--- config.mk ---
export PLATFORM = sky130hd
export DESIGN_NAME = otter_fetch_stage_flat
export DESIGN_NICKNAME = d
export VERILOG_FILES = /design/src/rtl/otter_fetch_if.sv /design/src/rtl/otter_fetch_stage.sv /design/src/flat_wrapper.sv
export SDC_FILE = /design/constraint.sdc
export NUM_CORES = 1
export LEC_CHECK = 0
export ABC_AREA = 1
export CAP_MARGIN = 20
export CORE_MARGIN = 1
export CORE_UTILIZATION = 30
export CTS_CLUSTER_DIAMETER = 200
export DETAILED_ROUTE_END_ITERATION = 7
export SLEW_MARGIN = 5
export SYNTH_ARGS = -nofsm -noshare
export SYNTH_HDL_FRONTEND = slang
export SYNTH_SLANG_ARGS = --single-unit
--- constraint.sdc ---
create_clock -name clk -period 2.01 [get_ports clk]
set_input_delay 0.5025 -clock clk [delete_from_list [all_inputs] [get_ports clk]]
set_output_delay 0.5025 -clock clk [all_outputs]
set_load 0.1 [all_outputs]
--- src/rtl/otter_fetch_if.sv ---
// otter_fetch_if: hazard/redirect controls, instruction memory port and IF/ID outputs of the fetch stage
interface otter_fetch_if;
  logic        pc_write;
  logic        stall;
  logic        redirect_valid;
  logic [31:0] redirect_pc;
  logic [31:0] imem_addr;
  logic        imem_rden;
  logic [31:0] imem_rdata;
  logic [31:0] id_pc;
  logic [31:0] id_pc4;
  logic [31:0] id_instr;
  logic        id_valid;
  modport slave (
    input  pc_write, stall, redirect_valid, redirect_pc, imem_rdata,
    output imem_addr, imem_rden, id_pc, id_pc4, id_instr, id_valid
  );
  modport master (
    output pc_write, stall, redirect_valid, redirect_pc, imem_rdata,
    input  imem_addr, imem_rden, id_pc, id_pc4, id_instr, id_valid
  );
endinterface

--- src/rtl/otter_fetch_stage.sv ---
// otter_fetch_stage: OTTER IF stage and IF/ID register with stall hold and redirect squash
module otter_fetch_stage #(
  parameter logic [31:0] RESET_VECTOR = 32'h0000_0000,
  parameter logic [31:0] NOP_INSTR    = 32'h0000_0013
) (
  input logic         clk,
  input logic         rst_n,
  otter_fetch_if.slave f
);
  logic [31:0] pc_q, id_pc_q, hold_instr_q;
  logic        id_valid_q, hold_vld_q;
  // PC, IF/ID register and stall hold register; hold keeps the word ID saw once memory moves on
  always_ff @(posedge clk) begin
    if (!rst_n) begin
      pc_q         <= RESET_VECTOR;
      id_pc_q      <= RESET_VECTOR;
      id_valid_q   <= 1'b0;
      hold_vld_q   <= 1'b0;
      hold_instr_q <= NOP_INSTR;
    end else begin
      pc_q       <= f.redirect_valid ? f.redirect_pc : f.pc_write ? pc_q + 32'd4 : pc_q;
      id_pc_q    <= (f.redirect_valid || f.stall) ? id_pc_q : pc_q;
      id_valid_q <= f.redirect_valid ? 1'b0 : f.stall ? id_valid_q : 1'b1;
      if (f.redirect_valid || !f.stall) hold_vld_q <= 1'b0;
      else if (!hold_vld_q) begin
        hold_vld_q   <= 1'b1;
        hold_instr_q <= f.imem_rdata;
      end
    end
  end
  // outputs: invalid ID shows a NOP, held word overrides live memory data during a stall
  always_comb begin
    f.imem_addr = pc_q;
    f.imem_rden = rst_n;
    f.id_pc     = id_pc_q;
    f.id_pc4    = id_pc_q + 32'd4;
    f.id_valid  = id_valid_q;
    f.id_instr  = !id_valid_q ? NOP_INSTR : hold_vld_q ? hold_instr_q : f.imem_rdata;
  end
endmodule
--- src/flat_wrapper.sv ---
// flat-port wrapper written by rule: the top's interface ports become plain ports
module otter_fetch_stage_flat 
#(
  parameter logic [31:0] RESET_VECTOR = 32'h0000_0000,
  parameter logic [31:0] NOP_INSTR    = 32'h0000_0013
)
  (clk, rst_n, f_pc_write, f_stall, f_redirect_valid, f_redirect_pc, f_imem_rdata, f_imem_addr, f_imem_rden, f_id_pc, f_id_pc4, f_id_instr, f_id_valid);
  otter_fetch_if f_i ();
  input logic clk;
  input logic rst_n;
  input wire logic [$bits(f_i.pc_write)-1:0] f_pc_write;
  input wire logic [$bits(f_i.stall)-1:0] f_stall;
  input wire logic [$bits(f_i.redirect_valid)-1:0] f_redirect_valid;
  input wire logic [$bits(f_i.redirect_pc)-1:0] f_redirect_pc;
  input wire logic [$bits(f_i.imem_rdata)-1:0] f_imem_rdata;
  output wire logic [$bits(f_i.imem_addr)-1:0] f_imem_addr;
  output wire logic [$bits(f_i.imem_rden)-1:0] f_imem_rden;
  output wire logic [$bits(f_i.id_pc)-1:0] f_id_pc;
  output wire logic [$bits(f_i.id_pc4)-1:0] f_id_pc4;
  output wire logic [$bits(f_i.id_instr)-1:0] f_id_instr;
  output wire logic [$bits(f_i.id_valid)-1:0] f_id_valid;
  assign f_i.pc_write = f_pc_write;
  assign f_i.stall = f_stall;
  assign f_i.redirect_valid = f_redirect_valid;
  assign f_i.redirect_pc = f_redirect_pc;
  assign f_i.imem_rdata = f_imem_rdata;
  assign f_imem_addr = f_i.imem_addr;
  assign f_imem_rden = f_i.imem_rden;
  assign f_id_pc = f_i.id_pc;
  assign f_id_pc4 = f_i.id_pc4;
  assign f_id_instr = f_i.id_instr;
  assign f_id_valid = f_i.id_valid;
  otter_fetch_stage #(.RESET_VECTOR(RESET_VECTOR), .NOP_INSTR(NOP_INSTR)) u_core (.clk(clk), .rst_n(rst_n), .f(f_i));
endmodule
# [Word level (Yosys, flattened, before mapping)]
# Cells that the tools add are included.
[word_totals] regBits=98 input_bits=69 out_inout_bits=130 word_cells=18
[op_classes] add_sub_neg=2 mux=5 bitwise_logic=1 n_reduce_logical=5
[op_table] op="$mux 32" n=4
[op_table] op="$add 32x3->32 const B" n=2
[op_table] op="$logic_or 1x1->1" n=2
[op_table] op="$reduce_bool 2->1" n=1
[op_table] op="$reduce_or 2->1" n=1
[op_table] op="$logic_not 1->1" n=1
[op_table] op="$mux 1" n=1
[op_table] op="$not 1->1" n=1

# [Depth between registers and ports, before layout]
[logic_depth] word_depth=3 mapped_depth=9 ltp_nobuf=9

# [Worst setup path after synthesis]
# Ideal clock, no wire load.
[synth_timing] path_kind="register -> output" startpoint="register u_core.id_pc_q[2] (netlist: u_core.f.id_pc[2])" endpoint="output port f_id_pc4[27]" t_arrival_ps=3592 required_ps=1507 path_slack_ps=-2085 path_stages_with_launch=5 n_path_buf=0 cell_sequence="dfxtp_1 inv_1 nor2_1 nand2_1 xnor2_1"
[synth_between] elab_chain_len=1
[synth_lines] element="from (decl)" line_no="otter_fetch_stage.sv:10" text="logic [31:0] pc_q, id_pc_q, hold_instr_q;"
[synth_lines] element="from (signal assigned)" line_no="otter_fetch_stage.sv:22" text="id_pc_q <= (f.redirect_valid || f.stall) ? id_pc_q : pc_q;"
[synth_lines] element="$add 32x3->32" line_no="otter_fetch_stage.sv:36" text="f.id_pc4 = id_pc_q + 32'd4;"
[synth_lines] element="to (decl)" line_no="flat_wrapper.sv:19" text="output wire logic [$bits(f_i.id_pc4)-1:0] f_id_pc4;"
# No other way between the ends.

# [Final worst setup path]
[layout_timing] startpoint="register u_core.id_pc_q[7] (netlist: u_core.f.id_pc[7])" endpoint="output port f_id_pc4[10]"
# Same word-level chain as after synthesis.

==> metrics.md <==
| Metric | Value |
|---|---|
| Result of the run | `complete, but fails checks` |
| Failing checks | `design-rule violations, negative setup slack` |
| Clock transition time at the flip-flop clock pins of the worst setup and hold paths | `0.07 ns` |
| Share of the synthesized netlist area taken by xor and xnor gates | `5.162%` |
| Number of synthesized register bits | `98` |
| Worst slack, placed | `-0.05493 ns` |
| Most frequently used cell type in the post-synthesis netlist | `sky130_fd_sc_hd__nand2_1` |
| Clock root buffer master | `sky130_fd_sc_hd__clkbuf_16` |
| Maximum buffer depth of the clock tree | `2` |
| Sequential group share of total power | `33.4%` |
| Post-synthesis share of cell area spent on full adders, half adders and majority gates | `0.4488%` |
| Max rail drop VDD | `0.0003062 V` |
| Power share of the clock group | `26.7%` |
| Row count | `49` |
| Final Net Count | `1141` |
| Startpoint Class | `flop` |
| Die area | `0.01913 sq mm` |
| Most common flop cell mapped by yosys | `sky130_fd_sc_hd__dfxtp_1` |
| TritonCTS buffer count | `9` |
| Post-Synthesis Cells | `788` |
| Hold violation total from the final report | `0` |
| Type of destination of the critical path | `output pin` |
| Internal power summed over all cells | `4.072 mW` |
| Setup-failing EPs final | `53` |
| Max Clock Freq | `0.4160 GHz` |
| Hold slack | `0.4641 ns` |
| Crit path setup slack, layout | `-0.3937 ns` |
| Crit path arrival time | `1.90 ns` |
| Post-layout util | `65.50%` |
| Area added between synthesis and finish | `112.5%` |
| Biggest area contributors in the synthesized netlist | `sky130_fd_sc_hd__dfxtp_1 (35%), sky130_fd_sc_hd__nand2_1 (9.9%), sky130_fd_sc_hd__a21oi_1 (7.4%)` |
| Vias per inst | `4.816` |
| Number of routed nets with antenna violations | `0` |
| Global-route total usage across every layer | `21.53%` |
| Pwr Total | `6.693 mW` |
| Count of buffers inserted at the top-level ports | `198` |
| DPL Wire Length | `15.86 mm` |
| Leakage power figure | `4.625 nW` |
| TritonCTS clock tree | `built` |
| Number of DRC violations after detailed-routing iteration 0 | `373` |
| Total gr overflow | `0` |
| Largest stage delay, worst path | `0.37 ns` |
| I/O pin cnt | `199` |
| Remaining max-slew budget at the tightest pin | `74.99%` |
| Count of flip-flops with a built-in enable after synthesis | `0` |
| RePlAce Congestion | `0.8471` |
| Commonest cells post-synth | `sky130_fd_sc_hd__nand2_1 (147), sky130_fd_sc_hd__dfxtp_1 (98), sky130_fd_sc_hd__nor2_1 (84)` |
| CTS sink count | `98` |
| Ant diodes | `0` |
| Placeable core area | `0.01809 sq mm` |
| Dominant combinational cell family by area after synthesis | `simple AND/OR/NAND/NOR gates` |
| Total Wirelength | `20.76 mm` |
| Async set or reset register ratio after synthesis | `0%` |
| Clock period minus worst slack | `2.404 ns` |
| DR vias | `6280` |
| Combinational Power Share | `39.9%` |
| Worst-path maximum fanout | `5` |
| Total of warnings raised by yosys | `0` |
| Nets in the synthesized netlist | `859` |
| Insertion delay of the later-clocked pin in the worst-skew pair | `0.35 ns` |
| Slew @ Worst Pin | `0.3752 ns` |
| First-pass GRT wire length | `32.64 mm` |
| Largest area contributor in the netlist | `sky130_fd_sc_hd__dfxtp_1` |
| Number of remaining DRC errors | `26` |
| Average instance area after synthesis | `7.075 sq um` |
| Top cell type's share of synthesized area | `35.19%` |
| Final period util | `119.6%` |
| NetSw | `2.620 mW` |
| Cell-by-cell listing of the critical path | `clkinvlp_4, buf_6, nor4_4, buf_4, xor2_4, buf_12` |
| Critical path data required time | `1.51 ns` |
| Startpoint-to-endpoint class of the critical path | `reg -> out` |
| Number of maximum-capacitance constraint violations | `0` |
| Post-synth design cell area | `0.005575 sq mm` |
| Sequential area share after synthesis | `35.19%` |
| Overall die width | `138.3 um` |
| Die height | `138.3 um` |
| Unrepaired setup endpoints after global routing | `yes` |
| Synth Area in Simple Gates | `29.08%` |
| Initial antenna violation count | `0` |
| Mux share of post-synthesis cell area | `5.206%` |
| Avg WL per Cell | `15.92 um` |
| Pins Over Slew Limit | `0` |
| Slowest stage cell, crit path | `sky130_fd_sc_hd__dfxtp_4` |
| Number of global-route vias before repair | `6136` |
| Switching share of total power | `39.15%` |
| Compound-cell area share of the yosys netlist | `17.59%` |
| Largest net degree at the start of global routing | `62` |
| Worst min-delay path class | `in -> reg` |
| # H-tree levels | `3` |
| Clock skew after layout | `0.009281 ns` |
| Initial cell density of the core | `30.83%` |
| Power per standard cell area | `564.9 mW/mm^2` |
| Fraction of layout instances using a drive strength above 1 | `45.58%` |
| Synth cell types | `36` |
| Pre-antenna DRT Iters | `7` |
==> per-stage QoR <==
step	area, sq um	instances	TNS [ns]
after global routing	11850	1304	-11.62
after detailed placement	10580	1254	-0.1557
after floorplan	6574	788	-10.54
final	11850	1304	-8.397
after global placement	10580	1254	-0.08442
after CTS	11460	1283	-8.238
==> cells by family (layout without fill, tap and decap cells) <==
logic type	Yosys count	count (layout)
and+or+nand+nor	342	342
AOI/OAI and AO/OA	185	185
buffers and inverters	100	387
DFF	98	98
xor gates and xnor gates	32	32
muxes	29	29
adders and majority gates	2	2
==> registers in the layout, summed over array words and instances, names as in the netlist <==
register,count
u_core.hold_instr_q,32
u_core.hold_vld_q,1
u_core.f.id_valid,1
u_core.f.imem_addr,32
u_core.f.id_pc,32
==> layout make-up <==
| type | count | area (sq um) |
|---|---|---|
| clock buffer | 9 | 225.2 |
| clock inverter | 7 | 75.07 |
| fill | 1374 | 6240 |
| inverter | 60 | 234.0 |
| multi-input combinational | 590 | 4648 |
| sequential | 98 | 2081 |
| tap | 229 | 286.5 |
| timing repair buffer | 311 | 4297 |
==> worst max-delay path: cells and delay by family, from the launching register on <==
family	cells	cell delay, ns
xor gates and xnor gates	1	0.15
buffers and inverters	4	0.71
DFF	1	0.37
and+or+nand+nor	1	0.33
==> repair_timing <==
action | in CTS | in global routing
buffers inserted | 13 | 20
pin swaps | 26 | 19
resized for setup | 99 | 32
hold buffers | 0 | 0
setup endpoints to repair | 53 | 58
cloned | 1 | 3
==> power by group through the flow <==
stage	combinational, mW	sequential, mW	clock (mW)
2_1_floorplan	0.935	2.82	0
3_3_place_gp	2.51	2.25	0
3_5_place_dp	2.52	2.25	0
4_1_cts	2.61	2.23	1.82
5_1_grt	2.77	2.26	1.91
6_report	2.67	2.24	1.79
==> final timing paths <==
| kind | start | cells past startpoint | to | slack (ns) |
|---|---|---|---|---|
| setup / recovery | u_core.f.id_pc[7]$_SDFFE_PN0N_ | 6 | f_id_pc4[10] | -0.39 |
| hold / removal | rst_n | 3 | u_core.f.id_valid$_SDFFE_PP0N_ | 0.46 |
| setup reg to reg | u_core.f.imem_addr[3]$_SDFFE_PN0N_ | 8 | u_core.f.imem_addr[12]$_SDFFE_PN0N_ | 0.49 |
| hold reg to reg | u_core.hold_instr_q[0]$_SDFFE_PN1P_ | 2 | u_core.hold_instr_q[0]$_SDFFE_PN1P_ | 0.53 |
==> placed cells by master (no fill, tap or decap), types with 14 or more instances in the layout <==
cell	n
sky130_fd_sc_hd__buf_12	133
sky130_fd_sc_hd__nand2_1	124
sky130_fd_sc_hd__buf_4	90
sky130_fd_sc_hd__a21oi_1	82
sky130_fd_sc_hd__o21ai_0	75
sky130_fd_sc_hd__clkdlybuf4s50_1	67
sky130_fd_sc_hd__dfxtp_1	59
sky130_fd_sc_hd__nor2_4	51
sky130_fd_sc_hd__inv_1	47
sky130_fd_sc_hd__nand3_1	44
sky130_fd_sc_hd__nor2_1	41
sky130_fd_sc_hd__mux2i_4	29
sky130_fd_sc_hd__dfxtp_4	28
sky130_fd_sc_hd__nand2_2	25
sky130_fd_sc_hd__a22oi_1	18
sky130_fd_sc_hd__buf_6	16
sky130_fd_sc_hd__xor2_4	14
==> per-layer routing <==
metal	vias up	GRT usage (%)	routed length (um)
met3	22	3.845	1107
met5	-	0	0
met4	0	7.215	401
met1	2883	28.48	9380
li1	3217	-	-
met2	158	35.35	9869
No activity file was read; power rests on OpenSTA's default activity.
